File: config.mk
export PLATFORM = sky130hd
export DESIGN_NAME = booth_control_unit
export DESIGN_NICKNAME = d
export VERILOG_FILES = /design/src/rtl/booth_control_unit.sv
export SDC_FILE = /design/constraint.sdc
export NUM_CORES = 1
export LEC_CHECK = 0
export ABC_AREA = 0
export BUFFER_PORTS_ARGS = -buffer_cell sky130_fd_sc_hd__buf_2
export CAP_MARGIN = 30
export CORE_AREA = 2 2 39 41
export DETAILED_ROUTE_END_ITERATION = 6
export DIE_AREA = 0 0 41 43
export PLACE_DENSITY = 0.7
export SLEW_MARGIN = 20
export SYNTH_ARGS = -nofsm -noshare
export SYNTH_HDL_FRONTEND = slang
export SYNTH_SLANG_ARGS = --single-unit
export TNS_END_PERCENT = 100
File: constraint.sdc
create_clock -name clk -period 2.5 [get_ports clk]
set_input_delay 0.375 -clock clk [delete_from_list [all_inputs] [get_ports clk]]
set_output_delay 0.375 -clock clk [all_outputs]
set_load 0.05 [all_outputs]
File: src/rtl/booth_control_unit.sv
// booth_control_unit: Moore sequencer issuing c0-c6 strobes for a 64-iteration radix-2 Booth multiplier
module booth_control_unit (
  input  logic clk,
  input  logic rst,
  input  logic start,
  input  logic q0,
  input  logic q_m1,
  input  logic count63,
  output logic c0,
  output logic c1,
  output logic c2,
  output logic c3,
  output logic c4,
  output logic c5,
  output logic c6,
  output logic busy,
  output logic done
);
  typedef enum logic [3:0] {IDLE, INIT, TEST, ADD, SUB, SHIFT, OUT_HI, OUT_LO, DONE} state_t;
  state_t state_q, state_d;
  logic [8:0] out_q, out_d;
  always_comb begin
    state_d = state_q;
    case (state_q)
      IDLE:    state_d = start ? INIT : IDLE;
      INIT:    state_d = TEST;
      TEST:    state_d = (q0 & ~q_m1) ? SUB : (~q0 & q_m1) ? ADD : SHIFT;
      ADD:     state_d = SHIFT;
      SUB:     state_d = SHIFT;
      SHIFT:   state_d = count63 ? OUT_HI : TEST;
      OUT_HI:  state_d = OUT_LO;
      OUT_LO:  state_d = DONE;
      default: state_d = IDLE;
    endcase
    out_d = {state_d == INIT, state_d == ADD, state_d == SUB, state_d == SHIFT, state_d == SHIFT,
             state_d == OUT_HI, state_d == OUT_LO, state_d != IDLE, state_d == DONE};
  end
  always_ff @(posedge clk) begin
    if (rst) begin
      state_q <= IDLE;
      out_q   <= '0;
    end else begin
      state_q <= state_d;
      out_q   <= out_d;
    end
  end
  assign {c0, c1, c2, c3, c4, c5, c6, busy, done} = out_q;
endmodule

# After elaboration in Yosys (flattened, before gate mapping)

Index checks and enable logic that the tools add are counted.

Input port bits: 6
Output and inout port bits: 9
Word-level logic and storage cells: 28
Register bits after elaboration: 13

Eq/ne operators: 14
Reductions and logical operators: 3
Multiplexer cells: 5
Bitwise logic cells: 4

Operator list:

| kind               | number |
|---|---|
| $eq 4x3->1 const B | 8 |
| $pmux 4 s7         | 1 |
| $eq 4x2->1 const B | 3 |
| $mux 3             | 3 |
| $eq 4x1->1 const B | 2 |
| $eq 4x4->1 const B | 1 |
| $logic_not 4->1    | 1 |
| $reduce_bool 4->1  | 1 |
| $and 1x1->1        | 2 |
| $not 1->1          | 2 |
| $reduce_or 2->1    | 1 |
| $mux 1             | 1 |

# Longest topological paths before layout

Gate-level depths: netlist of run 1.

Depth after elaboration: 6
Depth in mapped cells: 5
Gate-level depth less buffers: 4

# Worst setup path after synthesis of run 1

OpenSTA, ideal clock, no wires.

Path type: input-to-reg
Start point: input port q0
End point: register out_q[7]
Path slack: 1.203 ns
Arrival time: 1.224 ns
Cell stages on the path: 4
Required time: 2.427 ns
Library setup time: 0.073 ns
Buffers on the path: 0
Cell sequence: nand2b_1 or3_4 mux2_2 nor3_2

Longest elaborated chain between the ends: 6
Elaborated cells on any way between the ends: 7
Those cells by class: eq/ne (1); mux (3); bitwise (3)

RTL lines:

| item                 | RTL line | text |
|---|---|---|
| from (decl)          | 6        | `input logic q0,` |
| $not 1->1            | 27       | `TEST: state_d = (q0 & ~q_m1) ? SUB : (~q0 & q_m1) ? ADD : SHIFT;` |
| $and 1x1->1          | 27       |  |
| $mux 3               | 27       |  |
| $mux 3 (*)           | 27       |  |
| $pmux 4 s7 (*)       | 24       | `case (state_q)` |
| $eq 4x2->1 (*)       | 35       | `out_d = {state_d == INIT, state_d == ADD, state_d == SUB, state_d == SHIFT, state_d == SHIFT,` |
| to (signal assigned) | 44       | `out_q <= out_d;` |
| to (decl)            | 21       | `logic [8:0] out_q, out_d;` |

Mark *: on every way between the ends. The rest lies on a longest branch, timed or not.
A chain may end at the register's enable or synchronous reset.

# Worst setup path after layout of run 1

Start point: register state_q[0]
End point: register out_q[8]

Longest elaborated chain between the ends: 4
Elaborated cells on any way between the ends: 11
Those cells by class: eq/ne (8); mux (1); reduce/logical (2)

RTL lines:

| item                                     | RTL line | text |
|---|---|---|
| from (decl)                              | 20       | `state_t state_q, state_d;` |
| from (signal assigned)                   | 43       | `state_q <= state_d;` |
| $eq 4x3->1 or $eq 4x2->1 (tied branches) | 24       |  |
| $reduce_or 2->1 (no source line)         | --       |  |
| $pmux 4 s7 (*)                           | 24       |  |
| $eq 4x1->1 (*)                           | 35       |  |

Marks and branches as above.

==> flow_metrics.tcl, run 1 <==
set metrics [dict create \
    pre_cts_ws_ps 986 \
    clk_latency_ps 260 \
    critPathCaptureType "flip-flop" \
    hold_class "primary input to flip-flop" \
    vias_per_cell 4.97 \
    wl_per_cell_um 10.7 \
    gr-usage-met3 0.0314 \
    synthMuxAreaShare 0.0213 \
    synth_area_um2 529 \
    initial_core_util 0.382 \
    syn_nets 55 \
    drv_cap 0 \
    tns_ps 0 \
    cts_made_buffers 3 \
    holdPathEnd "out_q[1]$_SDFF_PP0_" \
    fill_cells 143 \
    core-area_um2 1380 \
    power_w 0.000393 \
    wl_um 821 \
    relSlewSlack 0.716 \
    place_congestion 0.769 \
    synth_top_family_by_area "simple AND/OR/NAND/NOR gates" \
    grt-busiest-layer "met2" \
    p_sw_w 0.000110 \
    seq_area_frac_synth 0.454 \
    ir_drop_mv 0.394 \
    synth_compound_area_frac 0.135 \
    drt-initial-drc-count 7 \
    drv_slew 0 \
    worstPathArrival_ps 1640 \
    grt_util_met1 0.163 \
    final_nets 69 \
    critical_path.startpoint "state_q[0]$_SDFF_PP0_" \
    grt_pass1_wl_um 1500 \
    cts-htree-levels 1 \
    leakage_nw 0.250 \
    hold_start "start" \
    die-area_um2 1760 \
    finalCritPeriodShare 0.601 \
    root_buffer "clkbuf_4" \
    reg2reg_depth 4 \
    crit_required_ps 2640 \
    p_sw_frac 0.280 \
    final_cell_mix "buf_2 (14), dfxtp_1 (12), nor2_1 (6), clkbuf_4 (3)" \
    drive_gt1_frac 0.443 \
    final_core_util 0.430 \
    synth-seq-cells 12 \
    p_clk_frac 0.281 \
    diodes 0 \
    drc_errors 0 \
    final_common_cell "buf_2" \
    yosys_warnings 0 \
    power.density_nw_per_um2 660 \
    fp-row-count 14 \
    cts_tree "done" \
    area_delta_synth_final_pct 12.5 \
    postCtsHoldBufs 0 \
    hold_viol 0 \
    grt_use_total 0.124 \
    p_int_w 0.000283 \
    pwr-share-comb 0.186 \
    synth_xor_area_frac 0.0165 \
    r2r_slack_ps 1000 \
    postCtsSetupRepairBufs 0 \
    critPathLaunchType "flip-flop" \
    chipHeight_um 43 \
    antenna_left 0 \
    tightest_slew_ps 426 \
    setup_ws_ps 998 \
    rsz0062_at_grt "false" \
    seq_area_um2 240 \
    first_pass_iters 3 \
    overflow 0 \
    grt_max_degree 11 \
    period_needed_ps 1500 \
    r2r-start "state_q[0]$_SDFF_PP0_" \
    num_vias 383 \
    clkTransAtPathRegs_ps 70 \
    io_buffers 14 \
    avgSynthCellArea_um2 10.8 \
    multi_input_area_um2 235 \
    seqPwrFrac 0.533 \
    ctsLongestPathBuffers 2 \
    dp_hpwl_um 637 \
    synthAdderAreaFrac 0 \
    ys_types 26 \
    setup_viol 0 \
    fmax_ghz 0.666 \
    grtUsageMet2 0.181 \
    holdPathStages 3 \
    grt_pass1_vias 355 \
    skew_ps 2.50 \
    synth-simple-area-share 0.272 \
    antenna_found_initial 0 \
    io_pins 15 \
    cp_max_fo 10 \
    status "finished clean" \
    syn_inst 49 \
    clock-sinks 12 \
    post_cts_resized 0 \
    worstReg2RegEnd "out_q[8]$_SDFF_PP0_" \
    die_x_um 41 \
    path_class "flip-flop to flip-flop" \
    hold_ws_ps 361 \
]
==> power groups by stage <==
stage	Sequential, W	Combinational, W	Clock, W
6_report	0.000210	0.0000730	0.000110
5_1_grt	0.000211	0.0000797	0.000128
4_1_cts	0.000210	0.0000736	0.000116
2_1_floorplan	0.000223	0.0000556	0
3_3_place_gp	0.000213	0.0000721	0
3_5_place_dp	0.000214	0.0000733	0
==> metrics by stage <==
| step | area (µm²) | instances |
|---|---|---|
| 3_5_place_dp | 573 | 74 |
| 2_1_floorplan | 529 | 49 |
| 5_1_grt | 596 | 77 |
| 3_3_place_gp | 573 | 74 |
| 4_1_cts | 596 | 77 |
| 6_report | 596 | 77 |
==> cells by family (layout without fill, tap and decap cells) <==
group           Yosys count  after routing
mux                       1              1
simple gates             22             22
xor+xnor                  1              1
buf+inv                   7             19
compound gates            6              6
flops                    12             12
==> worst max-delay path by stage <==
| stage | end | cells after the start |
|---|---|---|
| 5_1_grt | out_q[8]$_SDFF_PP0_ | 4 |
| 3_3_place_gp | out_q[7]$_SDFF_PP0_ | 5 |
| 6_report | out_q[8]$_SDFF_PP0_ | 4 |
| 4_1_cts | out_q[8]$_SDFF_PP0_ | 4 |
| 2_1_floorplan | out_q[7]$_SDFF_PP0_ | 4 |
| 3_5_place_dp | out_q[8]$_SDFF_PP0_ | 4 |
==> synth_stat cells <==
library cell	count	area, µm²
nor3b_1	1	7.51
a21oi_1	2	10.0
a211oi_2	1	12.5
a2bb2oi_4	1	26.3
nor4b_1	1	8.76
mux2_2	1	11.3
a211oi_1	1	7.51
dfxtp_1	12	240
nor3b_2	2	25.0
buf_4	1	7.51
or3_4	1	11.3
nor3_2	1	10.0
nand2_2	1	6.26
nand2b_1	2	12.5
nand2_1	2	7.51
nor3_1	1	5.00
and4_2	1	10.0
buf_6	3	33.8
buf_2	1	5.00
nand3_1	1	5.00
nor4_1	1	6.26
or2_1	1	6.26
nor2_1	6	22.5
inv_1	2	7.51
xnor2_1	1	8.76
a311oi_2	1	15.0
==> routing by layer <==
metal  vias to the layer above  wire length, µm
li1                        196                -
met1                       177              374
met2                        10              392
met3                         0               54
met4                         0                0
met5                         -                0
==> worst max-delay path, cell delays in order, from the launching register on <==
cell	delay (ps)
dfxtp_1	580
nor3b_1	110
a21oi_1	230
a2bb2oi_4	130
nor4b_1	340
==> final cells by class <==
| type | instances | share of cell area |
|---|---|---|
| timing repair buffer | 14 | 0.118 |
| tap | 16 | 0.0336 |
| clock buffer | 3 | 0.0378 |
| multi-input combinational | 30 | 0.395 |
| inverter | 2 | 0.0126 |
| sequential | 12 | 0.403 |
==> flip-flops by register name (all words and copies together), names as in the netlist <==
name     cells
state_q      4
out_q        8
Power figures use the tool's default switching activity.
==> run 2, diff against run 1 <==
- PLACE_DENSITY: 0.7 -> 0.72
- clock period: 2.5 -> 1.3 ns (I/O delays scaled with it)
==> run 2 against run 1 <==
Worst hold slack lost 200 ps. Clock power grew 110%. Maximum frequency grew 22%. Power grew 110%. Cell count grew 9.1%. Critical endpoint is now out_q[2]$_SDFF_PP0_.
==> flow_metrics.tcl, run 2 (synthesis results as in run 1) <==
set metrics [dict create \
    antenna_left 0 \
    antenna_found_initial 0 \
    crit_required_ps 1510 \
    cp_max_fo 7 \
    holdPathEnd "out_q[1]$_SDFF_PP0_" \
    status "finished clean" \
    wl_per_cell_um 12.7 \
    postCtsSetupRepairBufs 0 \
    grt_max_degree 10 \
    path_class "flip-flop to flip-flop" \
    diodes 0 \
    setup_viol 0 \
    die_x_um 41 \
    grt_use_total 0.159 \
    setup_ws_ps 68.8 \
    hold_viol 0 \
    critPathLaunchType "flip-flop" \
    multi_input_area_um2 250 \
    area_delta_synth_final_pct 26.0 \
    power_w 0.000813 \
    worstPathArrival_ps 1440 \
    holdPathStages 3 \
    die-area_um2 1760 \
    hold_ws_ps 160 \
    seq_area_um2 244 \
    chipHeight_um 43 \
    cts_made_buffers 3 \
    final_common_cell "buf_2" \
    pre_cts_ws_ps -2.45 \
    critPathCaptureType "flip-flop" \
    power.density_nw_per_um2 1220 \
    vias_per_cell 5.02 \
    tightest_slew_ps 260 \
    ctsLongestPathBuffers 2 \
    grt_pass1_wl_um 1750 \
    place_congestion 0.795 \
    worstReg2RegEnd "out_q[2]$_SDFF_PP0_" \
    hold_start "start" \
    finalCritPeriodShare 0.947 \
    r2r_slack_ps 70 \
    largest_register_ffs 8 \
    clock-sinks 12 \
    skew_ps 4.51 \
    top_regs "out_q: 8 flops, state_q: 4 flops" \
    period_needed_ps 1230 \
    root_buffer "clkbuf_4" \
    io_pins 15 \
    grt_pass1_vias 415 \
    relSlewSlack 0.825 \
    first_pass_iters 4 \
    io_buffers 14 \
    hold_class "primary input to flip-flop" \
    drc_errors 0 \
    num_vias 422 \
    drv_cap 0 \
    core-area_um2 1380 \
    cts_tree "done" \
    clkTransAtPathRegs_ps 70 \
    r2r-start "state_q[0]$_SDFF_PP0_" \
    fmax_ghz 0.812 \
    cts-htree-levels 1 \
    overflow 0 \
    initial_core_util 0.382 \
    wl_um 1060 \
    drv_slew 0 \
    final_cell_mix "buf_2 (14), dfxtp_1 (9), buf_4 (7), nor2_1 (6)" \
    postCtsHoldBufs 0 \
    dp_hpwl_um 793 \
    drive_gt1_frac 0.559 \
    rsz0062_at_grt "true" \
    reg2reg_depth 4 \
    clk_latency_ps 290 \
    fill_cells 129 \
    top_register "out_q" \
    drt-initial-drc-count 5 \
    leakage_nw 0.286 \
    fp-row-count 14 \
    final_nets 76 \
    ir_drop_mv 0.459 \
]
[run 2: changes by cell type in the layout (fill, tap and decap cells not counted)]
| cell | change |
|---|---|
| a21oi_1 | -1 |
| a21oi_2 | +1 |
| a311oi_2 | -1 |
| a311oi_4 | +1 |
| buf_4 | +7 |
| dfxtp_1 | -3 |
| dfxtp_2 | +3 |
[run 2: routing by layer]
metal	part of all wire	vias to the layer above	GRT usage	routed length [µm]
met5	0	-	0	0
li1	-	209	-	-
met3	0.055	4	0.0471	59
met2	0.50	15	0.225	534
met1	0.40	194	0.172	427
met4	0.040	0	0.160	43
[run 2: worst max-delay path, cell delays in order (launching register included)]
cell      delay, ps
dfxtp_2         360
buf_4           170
a311oi_4        320
nand2_2         130
nor3b_2         180
[run 2: worst max path at each step]
stage | slack [ps] | depth (start not counted) | endpoint | startpoint
finish | 70 | 4 | out_q[2]$_SDFF_PP0_ | state_q[0]$_SDFF_PP0_
CTS | 10 | 4 | out_q[8]$_SDFF_PP0_ | state_q[0]$_SDFF_PP0_
detailed placement | -2 | 4 | out_q[3]$_SDFF_PP0_ | state_q[1]$_SDFF_PP0_
global placement | -4 | 4 | out_q[3]$_SDFF_PP0_ | state_q[1]$_SDFF_PP0_
floorplan | 70 | 4 | out_q[7]$_SDFF_PP0_ | state_q[0]$_SDFF_PP0_
global route | -6 | 4 | out_q[8]$_SDFF_PP0_ | state_q[0]$_SDFF_PP0_
[run 2: where the power goes]
group	internal (W)	leakage [nW]	switching, W
combinational	0.0000763	0.174	0.000102
clock	0.000108	0.0138	0.000128
sequential	0.000384	0.0989	0.0000152
[run 2: timing repair]
| item | in CTS | in global routing |
|---|---|---|
| cloned | 0 | 0 |
| gates resized for setup | 2 | 3 |
| setup endpoints to repair | 3 | 4 |
| pin swaps | 0 | 2 |
[run 2: metrics by stage]
step	utilization	instances	area, µm²	setup TNS [ps]
2_1_floorplan	-	49	529	0
5_1_grt	0.482	84	667	-11.4
4_1_cts	0.470	84	651	0
3_5_place_dp	0.452	81	626	-2.45
6_report	0.482	84	667	0
3_3_place_gp	0.452	81	626	-4.45
[run 2: cell type report]
class / instances / share of cell area
multi-input combinational: 30 / 0.375
sequential: 12 / 0.366
timing repair buffer: 21 / 0.184
clock buffer: 3 / 0.0338
tap: 16 / 0.0300
inverter: 2 / 0.0113
